--- config.mk ---
export PLATFORM = sky130hd
export DESIGN_NAME = pattern_scan_ctrl
export DESIGN_NICKNAME = d
export VERILOG_FILES = /design/src/rtl/pattern_scan_pkg.sv /design/src/rtl/pattern_scan_ctrl_nibble_match.sv /design/src/rtl/pattern_scan_ctrl.sv
export SDC_FILE = /design/constraint.sdc
export NUM_CORES = 1
export LEC_CHECK = 0
export CAP_MARGIN = 10
export CORE_MARGIN = 5
export CORE_UTILIZATION = 49
export CTS_CLUSTER_DIAMETER = 40
export DETAILED_ROUTE_END_ITERATION = 8
export PLACE_DENSITY = 0.82
export SYNTH_ARGS = -nofsm -noshare
export SYNTH_HDL_FRONTEND = slang
export SYNTH_SLANG_ARGS = --single-unit
--- constraint.sdc ---
create_clock -name clk -period 1.9 [get_ports clk]
set_clock_uncertainty 0.05 [all_clocks]
set_input_delay 0.38 -clock clk [delete_from_list [all_inputs] [get_ports clk]]
set_output_delay 0.38 -clock clk [all_outputs]
set_load 0.005 [all_outputs]
--- src/rtl/pattern_scan_pkg.sv ---
// Purpose: shared types and constants for the pattern_scan_ctrl block.
//   state_t   : controller FSM states
//   WIN_W     : sliding window width
//   PATTERN   : nibble the comparator looks for
//   PAD_CONST : shared zero constant used for tied-off outputs
package pattern_scan_pkg;

   typedef enum logic [1:0] {
      IDLE = 2'd0,
      RUN  = 2'd1,
      DONE = 2'd2
   } state_t;

   localparam int unsigned WIN_W = 4;

   localparam logic [WIN_W-1:0] PATTERN = 4'b1010;

   localparam logic [5:0] PAD_CONST = 6'b000000;

endpackage

--- src/rtl/pattern_scan_ctrl_nibble_match.sv ---
// Purpose: combinational 4-bit comparator against PATTERN.
// Ports:
//   win   in  WIN_W  window value to compare
//   hit_c out 1      high when win equals PATTERN (combinational)
module nibble_match
   import pattern_scan_pkg::*;
(
   input  logic [WIN_W-1:0] win,
   output logic             hit_c
);

   assign hit_c = (win == PATTERN);

endmodule

--- src/rtl/pattern_scan_ctrl.sv ---
// Purpose: sequencing controller that accepts a serial bit stream under a
//   valid/ready handshake, slides a 4-bit window over it and counts matches
//   of the nibble comparator over a frame of FRAME_BITS accepted bits.
// Optional feature macro: PATTERN_SCAN_FIRSTPOS_EN (first-match capture).
// Ports:
//   clk          in  1      system clock, rising edge
//   rst          in  1      synchronous active-high reset
//   start        in  1      begin a frame (sampled only in IDLE)
//   bit_in       in  1      serial data bit
//   bit_valid    in  1      bit_in valid this cycle
//   bit_ready    out 1      controller accepts a bit this cycle (combinational)
//   busy         out 1      frame in progress (combinational)
//   done         out 1      one-cycle pulse, frame complete
//   match_pulse  out 1      one-cycle pulse, window matched on last accepted bit
//   match_count  out CNT_W  saturating match count for current/last frame
//   first_hit    out 1      at least one match this frame (feature, else 0)
//   first_pos    out IDX_W  index of first matching bit (feature, else 0)
module pattern_scan_ctrl
   import pattern_scan_pkg::*;
#(
   parameter int unsigned FRAME_BITS = 16,
   parameter int unsigned OVERLAP    = 1,
   parameter int unsigned CNT_W      = $clog2(FRAME_BITS + 1),
   parameter int unsigned IDX_W      = $clog2(FRAME_BITS)
)
(
   input  logic             clk,
   input  logic             rst,
   input  logic             start,
   input  logic             bit_in,
   input  logic             bit_valid,
   output logic             bit_ready,
   output logic             busy,
   output logic             done,
   output logic             match_pulse,
   output logic [CNT_W-1:0] match_count,
   output logic             first_hit,
   output logic [IDX_W-1:0] first_pos
);

   localparam int unsigned       FILL_W  = 3;
   localparam logic [CNT_W-1:0]  CNT_MAX = '1;
   localparam logic [IDX_W-1:0]  IDX_LAST = IDX_W'(FRAME_BITS - 1);

   state_t              state;
   state_t              state_nx;
   logic [WIN_W-1:0]    win;
   logic [WIN_W-1:0]    win_nx;
   logic [FILL_W-1:0]   fill;
   logic [FILL_W-1:0]   fill_nx;
   logic [IDX_W-1:0]    idx;
   logic                accept;
   logic                hit;
   logic                match;
   logic                is_last;
   logic                frame_start;

   assign accept      = bit_valid && bit_ready;
   assign win_nx      = {win[WIN_W-2:0], bit_in};
   assign is_last     = (idx == IDX_LAST);
   assign frame_start = (state == IDLE) && start;

   // Comparator sees the window as it will be after this bit shifts in
   nibble_match u_nibble_match (
      .win   (win_nx),
      .hit_c (hit)
   );

   // Only a full window (4 valid bits after the shift) may count as a match
   assign match = accept && hit && (fill >= FILL_W'(3));

   // Window fill bookkeeping; non-overlap mode restarts the fill after a hit
   always_comb begin
      fill_nx = fill;
      if (match && (OVERLAP == 0)) begin
         fill_nx = '0;
      end else if (fill < FILL_W'(4)) begin
         fill_nx = fill + FILL_W'(1);
      end
   end

   // FSM state register
   always_ff @(posedge clk) begin
      if (rst) begin
         state <= IDLE;
      end else begin
         state <= state_nx;
      end
   end

   // FSM next state and handshake outputs
   always_comb begin
      state_nx  = state;
      bit_ready = 1'b0;
      busy      = 1'b0;
      case (state)
         IDLE: begin
            if (start) begin
               state_nx = RUN;
            end
         end
         RUN: begin
            bit_ready = 1'b1;
            busy      = 1'b1;
            if (bit_valid && is_last) begin
               state_nx = DONE;
            end
         end
         DONE: begin
            state_nx = IDLE;
         end
         default: begin
            state_nx = IDLE;
         end
      endcase
   end

   // Datapath: window, fill, index, count and registered pulses
   always_ff @(posedge clk) begin
      if (rst) begin
         win         <= '0;
         fill        <= '0;
         idx         <= '0;
         match_count <= '0;
         match_pulse <= 1'b0;
         done        <= 1'b0;
      end else begin
         match_pulse <= match;
         // Registered on the last accept so it lines up with the DONE state
         done        <= accept && is_last;
         if (frame_start) begin
            win         <= '0;
            fill        <= '0;
            idx         <= '0;
            match_count <= '0;
         end else if (accept) begin
            win  <= win_nx;
            fill <= fill_nx;
            idx  <= idx + IDX_W'(1);
            if (match && (match_count != CNT_MAX)) begin
               match_count <= match_count + CNT_W'(1);
            end
         end
      end
   end

`ifdef PATTERN_SCAN_FIRSTPOS_EN
   // Capture index of the first match in the frame
   always_ff @(posedge clk) begin
      if (rst) begin
         first_hit <= 1'b0;
         first_pos <= '0;
      end else if (frame_start) begin
         first_hit <= 1'b0;
         first_pos <= '0;
      end else if (match && !first_hit) begin
         first_hit <= 1'b1;
         first_pos <= idx;
      end
   end
`else
   assign first_hit = PAD_CONST[0];
   assign first_pos = IDX_W'(PAD_CONST);
`endif

endmodule

==> results.yml <==
status:
  outcome: "finished, final reports clean"
timing:
  post-route-min-period_ns: 1.787
  hold_viol: 0
  finalMaxSlewViolations: 0
  tns_ns: 0
  fmax_mhz: 559.6
  post-route-worst-setup-slack_ns: 0.1131
  worst_pin_slew_ns: 0.5046
  setup_viol: 0
  rsz0062_at_grt: "false"
  maxSlewHeadroom_pct: 66.30
  period_share_pct: 94.05
  fin_hold_ws_ns: 0.4475
synthesis:
  synth_adder_area_share_pct: 6.579
  yosys_register_bits: 19
  synth-xor-area-share_pct: 1.842
  yosysUniqueCellTypes: 30
  synthMuxAreaShare_pct: 9.474
  ys_seq_area_share_pct: 40.00
  yosysWarnings: 0
  synth_simple_gate_area_share_pct: 28.29
  netlist_instances: 95
  netlist_area_sq_um: 950.9
  synth_top_family_by_area: "simple AND/OR/NAND/NOR gates"
  synth_area_per_cell_sq_um: 10.01
  synth_compound_area_share_pct: 5.658
placement:
  dp_hpwl_um: 1328
  placed_cells: 135
  gp_congestion: 0.7961
  io_buffers: 13
  dp_slack_ns: -0.007814
  dpl-instance-area_sq_mm: 0.001105
clock_network:
  cts_tree: "yes"
  clk_pin_slew_ns: 0.10
  cts_buffers: 3
  cts_root_buf: "clkbuf_4"
  clock_sinks: 19
  clock_path_buffers: 2
  clk_latency_ns: 0.30
  cts_max_level: 1
power:
  p_total_uw: 680.9
  total_leakage_power_nw: 0.4345
  max-vdd-ir-drop_mv: 0.3633
  p_per_area_mw_per_mm2: 594.1
routing:
  postRouteAntennaNets: 0
  drt_wl_total_um: 1784
  vias: 729
  drcViolationCount: 0
  drtIter0Drc: 15
  viasPerCell: 5.245
  wire_per_inst_um: 12.83
  first_pass_iters: 4
global_route:
  grt_max_degree: 12
  antenna_found_initial: 0
  grt_pass1_vias: 692
  grtUsageTotal_pct: 14.75
  grt_pass1_wl_um: 3036
  grt_overflow_total: 0
worst_setup_path:
  cp_max_fo: 6
  endpoint_kind: "output pin"
  start_kind: "register"
  critical_path_arrival_ns: 1.36
  path_class: "reg -> out"
  required_ns: 1.47
worst_hold_path:
  min_path_type: "reg -> reg"
cells_and_area:
  layout_common_cells: "dfxtp_1 (18), clkdlybuf4s50_1 (13), mux2i_1 (9)"
  drive_gt1_share_pct: 13.39
  antennaDiodeCount: 0
  final_cells: 139
  nets: 123
  fin_util_pct: 60.26
  post-route-cell-area_sq_mm: 0.001146
  area_growth_pct: 20.53
  final_common_cell: "dfxtp_1"
  fillers: 169
floorplanning:
  die_y_um: 54.05
  ios: 19
  dieArea_sq_mm: 0.002921
  fp.dieW_um: 54.05
  core_sq_mm: 0.001902
  start_util_pct: 50.00
  rows: 16
job:
  cap_violations: 0
## final cells by class
type	instances	area, sq um	share of cell area, %
sequential	19	381.6	33.30
tap	27	33.78	2.948
inverter	1	3.754	0.3275
multi-input combinational	69	525.5	45.85
clock buffer	4	26.28	2.293
timing repair buffer	19	175.2	15.28
## sequential cells by signal, summed over array words and instances (netlist names)
name         count
done             1
fill             3
idx              4
match_count      5
match_pulse      1
state            2
win              3
## timing repair
action | CTS | global route
gates resized for setup | 2 | 2
setup endpoints to repair | 2 | 3
buffers inserted | 0 | 0
hold buffers | 0 | 0
## power by group
part | total, mW | switching, mW | internal (mW)
clock network | 0.204 | 0.122 | 0.0819
logic | 0.0687 | 0.0320 | 0.0366
registers | 0.408 | 0.00525 | 0.403
## critical path, stage by stage, from the launching register on
cell             delay, ns
dfxtp_2               0.39
nor2b_4               0.17
clkdlybuf4s50_1       0.50
## Yosys cell counts
master / n / area (sq um)
a211oi_2: 1 / 12.51
a21oi_1: 3 / 15.01
and3_1: 1 / 6.260
buf_2: 2 / 10.01
buf_4: 6 / 45.04
buf_6: 1 / 11.26
clkbuf_1: 1 / 3.750
conb_1: 1 / 3.750
dfxtp_1: 19 / 380.4
ha_1: 5 / 62.56
inv_1: 1 / 3.750
mux2i_1: 9 / 90.09
nand2_1: 1 / 3.750
nand2b_1: 2 / 12.51
nand3_1: 2 / 10.01
nand3b_1: 7 / 52.55
nand3b_2: 1 / 11.26
nand4_1: 1 / 6.260
nand4b_1: 2 / 17.52
nand4bb_1: 1 / 11.26
nor2_1: 6 / 22.52
nor2b_1: 2 / 12.51
nor3_1: 3 / 15.01
nor4_1: 3 / 18.77
nor4_4: 1 / 21.27
o21ai_0: 4 / 20.02
o22ai_1: 1 / 6.260
or3_1: 2 / 12.51
or3b_1: 4 / 35.03
xor2_1: 2 / 17.52
## per-layer routing
metal	up-vias	global-route usage, %	wire (um)
met5	-	0	0
met4	0	9.959	56
met3	5	2.770	73
met2	17	23.19	860
met1	341	18.08	795
li1	366	-	-
## path summary, 6_finish.rpt
kind | start | to | slack, ns | depth (start not counted)
min | idx[3]$_SDFFE_PP0P_ | idx[3]$_SDFFE_PP0P_ | 0.45 | 2
min reg2reg | idx[3]$_SDFFE_PP0P_ | idx[3]$_SDFFE_PP0P_ | 0.45 | 2
max | state[0]$_SDFFE_PP0P_ | bit_ready | 0.11 | 2
max reg2reg | match_count[0]$_SDFFE_PP0P_ | match_count[4]$_SDFFE_PP0P_ | 0.15 | 5
## kinds of logic after synthesis
family          Yosys count
mux                       9
compound gates            9
other cells               1
fa+ha+maj                 5
flops                    19
xor+xnor                  2
buf+inv                  11
simple gates             39
Power figures use the tool's default switching activity.
